`config.mk`:
```
export PLATFORM = sky130hd
export DESIGN_NAME = multicycle_ctrl
export DESIGN_NICKNAME = d
export VERILOG_FILES = /design/src/rtl/multicycle_ctrl.sv
export SDC_FILE = /design/constraint.sdc
export NUM_CORES = 1
export LEC_CHECK = 0
export CORE_MARGIN = 2
export CORE_UTILIZATION = 36
export DETAILED_ROUTE_END_ITERATION = 10
export HOLD_SLACK_MARGIN = 0.12
export PLACE_DENSITY = 0.78
export SYNTH_ARGS = -nofsm -noshare
export SYNTH_HDL_FRONTEND = slang
export SYNTH_SLANG_ARGS = --single-unit
```
`constraint.sdc`:
```
create_clock -name clk -period 1.57 [get_ports clk]
set_clock_uncertainty 0.15 [all_clocks]
set_input_delay 0.3925 -clock clk [delete_from_list [all_inputs] [get_ports clk]]
set_output_delay 0.3925 -clock clk [all_outputs]
set_load 0.01 [all_outputs]
```
`src/rtl/multicycle_ctrl.sv`:
```
// multicycle_ctrl: Moore-style main control FSM for a multicycle MIPS-subset
// datapath. Each instruction takes several cycles. Every control output is
// decoded from the current state alone.
//
// Ports:
//   clk, rst_n      - clock (rising edge), asynchronous active-low reset
//   run             - level; allows fetching the next instruction
//   Op              - IR[31:26]; sampled only in DECODE and MEM_ADR
//   PCWrite, PCWriteCond, IorD, MemRead, MemWrite, IRWrite,
//   MemtoReg, RegDst, RegWrite, ALUSrcA, ALUSrcB, ALUOp, PCSource
//                   - datapath control strobes and selects
//   state           - current state code
//   halted          - high while the FSM sits in HALT (unknown opcode)
module multicycle_ctrl #(
  parameter logic [5:0] OP_RTYPE = 6'b000000,
  parameter logic [5:0] OP_LW    = 6'b100011,
  parameter logic [5:0] OP_SW    = 6'b101011,
  parameter logic [5:0] OP_BEQ   = 6'b000100,
  parameter logic [5:0] OP_J     = 6'b000010,
  parameter logic [5:0] OP_ADDI  = 6'b001000
) (
  input  logic       clk,
  input  logic       rst_n,
  input  logic       run,
  input  logic [5:0] Op,
  output logic       PCWrite,
  output logic       PCWriteCond,
  output logic       IorD,
  output logic       MemRead,
  output logic       MemWrite,
  output logic       IRWrite,
  output logic       MemtoReg,
  output logic       RegDst,
  output logic       RegWrite,
  output logic       ALUSrcA,
  output logic [1:0] ALUSrcB,
  output logic [1:0] ALUOp,
  output logic [1:0] PCSource,
  output logic [3:0] state,
  output logic       halted
);

  typedef enum logic [3:0] {
    S_IDLE    = 4'd0,
    S_FETCH   = 4'd1,
    S_DECODE  = 4'd2,
    S_MEM_ADR = 4'd3,
    S_MEM_RD  = 4'd4,
    S_MEM_WB  = 4'd5,
    S_MEM_WR  = 4'd6,
    S_R_EXE   = 4'd7,
    S_R_WB    = 4'd8,
    S_BEQ     = 4'd9,
    S_JUMP    = 4'd10,
    S_ADDI_EX = 4'd11,
    S_ADDI_WB = 4'd12,
    S_HALT    = 4'd15
  } state_t;

  state_t state_q;
  state_t state_d;

  always_ff @(posedge clk or negedge rst_n) begin
    if (!rst_n) state_q <= S_IDLE;
    else        state_q <= state_d;
  end

  assign state = state_q;

  // Next-state decode. The terminal states of every instruction share the
  // same exit: go to FETCH when run is high, otherwise go to IDLE. This lets
  // dropping run finish the current instruction instead of aborting it.
  always_comb begin
    state_d = state_q;
    case (state_q)
      S_IDLE:    state_d = run ? S_FETCH : S_IDLE;
      S_FETCH:   state_d = S_DECODE;
      S_DECODE: begin
        if (Op == OP_LW || Op == OP_SW) state_d = S_MEM_ADR;
        else if (Op == OP_RTYPE)        state_d = S_R_EXE;
        else if (Op == OP_BEQ)          state_d = S_BEQ;
        else if (Op == OP_J)            state_d = S_JUMP;
        else if (Op == OP_ADDI)         state_d = S_ADDI_EX;
        else                            state_d = S_HALT;
      end
      S_MEM_ADR: state_d = (Op == OP_LW) ? S_MEM_RD : S_MEM_WR;
      S_MEM_RD:  state_d = S_MEM_WB;
      S_R_EXE:   state_d = S_R_WB;
      S_ADDI_EX: state_d = S_ADDI_WB;
      S_MEM_WB, S_MEM_WR, S_R_WB, S_BEQ, S_JUMP, S_ADDI_WB:
                 state_d = run ? S_FETCH : S_IDLE;
      S_HALT:    state_d = S_HALT;
      // Unused codes 13 and 14 fall into HALT.
      default:   state_d = S_HALT;
    endcase
  end

  // Moore output decode. Every output starts at 0. Each state then raises
  // only the outputs it needs.
  always_comb begin
    PCWrite     = 1'b0;
    PCWriteCond = 1'b0;
    IorD        = 1'b0;
    MemRead     = 1'b0;
    MemWrite    = 1'b0;
    IRWrite     = 1'b0;
    MemtoReg    = 1'b0;
    RegDst      = 1'b0;
    RegWrite    = 1'b0;
    ALUSrcA     = 1'b0;
    ALUSrcB     = 2'b00;
    ALUOp       = 2'b00;
    PCSource    = 2'b00;
    halted      = 1'b0;
    case (state_q)
      S_FETCH: begin
        MemRead = 1'b1;
        IRWrite = 1'b1;
        ALUSrcB = 2'b01;
        PCWrite = 1'b1;
      end
      S_DECODE:  ALUSrcB = 2'b11;
      S_MEM_ADR: begin
        ALUSrcA = 1'b1;
        ALUSrcB = 2'b10;
      end
      S_MEM_RD: begin
        MemRead = 1'b1;
        IorD    = 1'b1;
      end
      S_MEM_WB: begin
        RegWrite = 1'b1;
        MemtoReg = 1'b1;
      end
      S_MEM_WR: begin
        MemWrite = 1'b1;
        IorD     = 1'b1;
      end
      S_R_EXE: begin
        ALUSrcA = 1'b1;
        ALUOp   = 2'b10;
      end
      S_R_WB: begin
        RegWrite = 1'b1;
        RegDst   = 1'b1;
      end
      S_BEQ: begin
        ALUSrcA     = 1'b1;
        ALUOp       = 2'b01;
        PCWriteCond = 1'b1;
        PCSource    = 2'b01;
      end
      S_JUMP: begin
        PCWrite  = 1'b1;
        PCSource = 2'b10;
      end
      S_ADDI_EX: begin
        ALUSrcA = 1'b1;
        ALUSrcB = 2'b10;
      end
      S_ADDI_WB: RegWrite = 1'b1;
      S_HALT:    halted   = 1'b1;
      default: ;
    endcase
  end

endmodule

```
==> results of run 1 <==
[metrics by stage]
step / setup slack [ns] / area, um^2 / TNS, ns / hold WS [ns] / utilization (%)
after detailed placement: -0.408 / 983 / -7.52 / 0.458 / 75.6
after CTS: -0.239 / 1180 / -3.39 / 0.182 / 90.5
after global placement: -0.377 / 983 / -7.01 / 0.455 / 75.6
after floorplan: -0.0348 / 515 / -0.0915 / -0.0531 / -
[cell families after synthesis]
kind of cell / count (synthesis) / synth area share, %
XOR/XNOR: 3 / 5.29
AND/OR/NAND/NOR: 42 / 44.3
AO/OA/AOI/OAI: 17 / 19.6
flip-flops: 4 / 20.2
buffers and inverters: 8 / 10.6
[timing repair]
action / in CTS
pin swaps: 13
gates cloned: 0
setup buffers: 12
resized for setup: 130
setup endpoints to repair: 23
[cell usage after synthesis]
| cell type | instances |
|---|---|
| nor4_2 | 1 |
| o21ai_0 | 4 |
| or2b_1 | 1 |
| a31oi_1 | 1 |
| nand2_1 | 7 |
| nor2_1 | 15 |
| xor2_1 | 2 |
| and2_1 | 1 |
| o21ai_1 | 1 |
| a21boi_0 | 1 |
| and4bb_1 | 1 |
| xnor2_1 | 1 |
| o221ai_1 | 1 |
| nor3b_1 | 1 |
| nor4_1 | 1 |
| o211ai_1 | 1 |
| buf_6 | 1 |
| nand2b_1 | 4 |
| buf_4 | 4 |
| nor2b_1 | 1 |
| a22oi_1 | 1 |
| nor4b_1 | 1 |
| inv_1 | 3 |
| nor3_1 | 6 |
| dfrtp_1 | 4 |
| nand3_1 | 1 |
| a21oi_1 | 7 |
| nor3_2 | 1 |
==> impl_metrics.json, run 1 <==
{
  "yosysWarnings": 0,
  "io_buffer_count": 29,
  "worst_path_end_type": "output port",
  "synth_largest_type_area_fraction_pct": 20.2,
  "cts_buffers": 3,
  "avgSynthCellArea_um2": 6.71,
  "clock_path_buffers": 2,
  "cts.sinks": 4,
  "placed_cells": 138,
  "grt_max_degree": 7,
  "synth_area_leader_cell": "dfrtp_1",
  "status": "aborted with a tool error",
  "syn_inst": 74,
  "synth.distinct_cells": 28,
  "synthTopCellsByArea": "dfrtp_1 20%, nor2_1 11%, a21oi_1 7.1%, nor3_1 6.0%, buf_4 6.0%",
  "initial_utilization_pct": 38.2,
  "gp_congestion": 0.847,
  "yosysSeqAreaShare_pct": 20.2,
  "num_rows": 13,
  "fp.dieW_um": 41.1,
  "syn_nets": 83,
  "synth_area_um2": 497,
  "dpl.hpwl_um": 1370,
  "worst_endpoint": "PCWrite",
  "cts-htree-levels": 1,
  "fp.dieH_um": 41.1,
  "stop_stage": "5_1_grt",
  "error": "[ERROR DPL-0038] Utilization greater than 100%, impossible to legalize",
  "num_io_pins": 30,
  "clock-root-buffer": "clkbuf_4",
  "hold_buffers": 0,
  "synth-seq-cells": 4
}
==> run 2, diff against run 1 <==
==> config.mk (replaced) <==
export PLATFORM = sky130hd
export DESIGN_NAME = multicycle_ctrl
export DESIGN_NICKNAME = d
export VERILOG_FILES = /design/src/rtl/multicycle_ctrl.sv
export SDC_FILE = /design/constraint.sdc
export NUM_CORES = 1
export LEC_CHECK = 0
export CORE_AREA = 2 2 63 65
export DETAILED_ROUTE_END_ITERATION = 10
export DIE_AREA = 0 0 65 67
export PLACE_DENSITY_LB_ADDON = 0.15
export SYNTH_ARGS = -nofsm -noshare
export SYNTH_HDL_FRONTEND = slang
export SYNTH_SLANG_ARGS = --single-unit
==> run 2 against run 1 <==
  * The flow now finishes, with violations (setup timing)
  * Synthesized cell count is the same
  * Area after synthesis is the same
==> impl_metrics.json, run 2 <==
{
  "yosysSeqAreaShare_pct": 20.2,
  "p_leak_nw": 0.663,
  "drive_gt1_share_pct": 71.7,
  "synth.distinct_cells": 28,
  "required_ns": 1.03,
  "slew_viol_final": 0,
  "drt_wl_total_um": 2280,
  "nNetsFinal": 155,
  "tightest_slew_ns": 0.246,
  "first_pass_iters": 2,
  "synth-xor-area-share_pct": 5.29,
  "synthTopCellsByArea": "dfrtp_1 20%, nor2_1 11%, a21oi_1 7.1%, nor3_1 6.0%, buf_4 6.0%",
  "arrival_ns": 1.24,
  "finalPower_w": 0.000388,
  "endpoint_kind": "output port",
  "synth-simple-area-share_pct": 44.3,
  "avgSynthCellArea_um2": 6.71,
  "initial_utilization_pct": 13.8,
  "post-route-min-period_ns": 1.79,
  "antenna_found_initial": 0,
  "fp.dieArea_um2": 4360,
  "track_usage_pct": 10.5,
  "synth_top_family_by_area": "simple AND/OR/NAND/NOR gates",
  "cts.sinks": 4,
  "max_freq_mhz": 560,
  "antenna_cells": 0,
  "post_drt_wl_per_cell_um": 11.8,
  "num_io_pins": 30,
  "slowest_stage": "dfrtp_2",
  "synth_edf_count": 0,
  "syn_to_final_growth_pct": 175,
  "grt_pass1_wl_um": 3640,
  "syn_nets": 83,
  "fp.dieH_um": 67,
  "crit_path_start_kind": "flop",
  "hold_buffers": 0,
  "cp_num_buf_inv": 2,
  "synth_compound_area_share_pct": 19.6,
  "fin_crit_sh_pct": 114,
  "rrSetupSlack_ns": -0.07,
  "power.density_nw_per_um2": 284,
  "hold_class": "input pin to async pin",
  "ys.flop_type": "dfrtp_1",
  "cts_tree": "done",
  "hold_viol": 0,
  "syn_inst": 74,
  "layout_common_cells": "24 x buf_4, 23 x buf_6, 17 x buf_2",
  "critPathKind": "flop to output port",
  "yosysMostFrequentCell": "nor2_1",
  "io_buffer_count": 29,
  "num_rows": 22,
  "cpPeakStageDelay_ns": 0.43,
  "clock-root-buffer": "clkbuf_8",
  "synth_area_leader_cell": "dfrtp_1",
  "synth_area_um2": 497,
  "cts.clk_slew.worst_paths_ns": 0.04,
  "synthAdderAreaFrac_pct": 0,
  "viasPerCell": 4.10,
  "largest_reg_flops": 4,
  "maxSlewHeadroom_pct": 83.6,
  "ir_drop_mv": 0.149,
  "dpl.hpwl_um": 1620,
  "synth-seq-cells": 4,
  "fp.dieW_um": 65,
  "cap_viol_max_count": 0,
  "clk_latency_ns": 0.22,
  "ant_nets": 0,
  "path_delay_family": "flip-flops",
  "final_cells": 193,
  "grt_pass1_vias": 794,
  "placed_cells": 172,
  "rsz0062_at_grt": "true",
  "synth_largest_type_area_fraction_pct": 20.2,
  "grt-ovfl-total": 0,
  "setup_viol": 20,
  "place_ws_ns": -0.440,
  "crit_chain": "buf_6 -> nor3b_2 -> a21oi_1 -> nor2_1 -> buf_2",
  "clock_path_buffers": 2,
  "cts-htree-levels": 1,
  "drtIter0Drc": 9,
  "synthMuxAreaShare_pct": 0,
  "yosysWarnings": 0,
  "grt_max_degree": 9,
  "fin_ws_ns": -0.217,
  "final_common_cell": "buf_4",
  "synth_common_cells": "15 x nor2_1, 7 x a21oi_1, 7 x nand2_1",
  "vias": 791,
  "critPathMaxFanout": 5,
  "gp_congestion": 0.743,
  "remaining_drc_errors": 0,
  "violations": "setup timing",
  "async_flop_share_pct": 100,
  "fp.coreArea_um2": 3610,
  "status": "finished with violations",
  "cts_buffers": 3
}
-- run 2: layout make-up --
class                      instances  area (um^2)
fill                             392         2240
timing repair buffer              72          616
multi-input combinational         62          528
sequential                         4          105
tap                               48         60.1
clock buffer                       4         45.0
inverter                           3         11.3
-- run 2: what timing repair did --
action	4_1_cts	5_1_grt
endpoints found under the hold margin	0	0
gates resized for setup	125	30
cloned	1	0
setup buffers	13	4
setup endpoints to repair	25	25
pin swaps	16	11
-- run 2: worst reg2reg max path, stage by stage, from the launching register on --
cell and delay (ns):
dfrtp_2 0.45, buf_4 0.16, buf_6 0.11, buf_4 0.14, nor2_4 0.10, o221ai_1 0.12
a21oi_1 0.22, a21oi_1 0.07
-- run 2: power by group --
part	total (W)	internal, W	switching, W	leakage (nW)
Combinational	0.0000531	0.0000315	0.0000216	0.606
Sequential	0.000104	0.000104	0	0.0337
Clock	0.000231	0.000174	0.0000573	0.0228
Total	0.000388	0.000309	0.0000790	0.663
-- run 2: metal layers --
metal | track usage (%) | vias up | share of wire [%]
li1 | - | 397 | -
met1 | 13.0 | 370 | 43
met2 | 18.8 | 24 | 52
met3 | 1.52 | 0 | 4.2
met4 | 3.19 | 0 | 0
met5 | 0 | - | 0
-- run 2: path summary, 6_finish.rpt --
path	from	endpoint	depth (start not counted)
worst max-delay path	state[0]	PCWrite	5
min in group clk	Op[5]	state[2]	5
worst min-delay path	rst_n	state[3]	1
worst min register to register	state[0]	state[3]	3
max in group asynchronous	rst_n	state[0]	1
worst max register to register	state[1]	state[0]	7
-- run 2: cells by family after synthesis --
logic type / count (synthesis)
simple gates: 42
compound gates: 17
xor+xnor: 3
flops: 4
buf+inv: 8
-- run 2: through the flow --
step	hold slack [ns]	cell area [um^2]	TNS, ns	util [%]
after floorplan	-0.0531	515	-0.0915	-
after CTS	0.242	1250	-2.58	34.6
after detailed placement	0.469	1020	-7.76	28.3
after global placement	0.469	1020	-7.80	28.3
final	0.232	1370	-3.03	37.9
after global routing	0.255	1370	-3.88	37.9
Power figures use the tool's default switching activity.
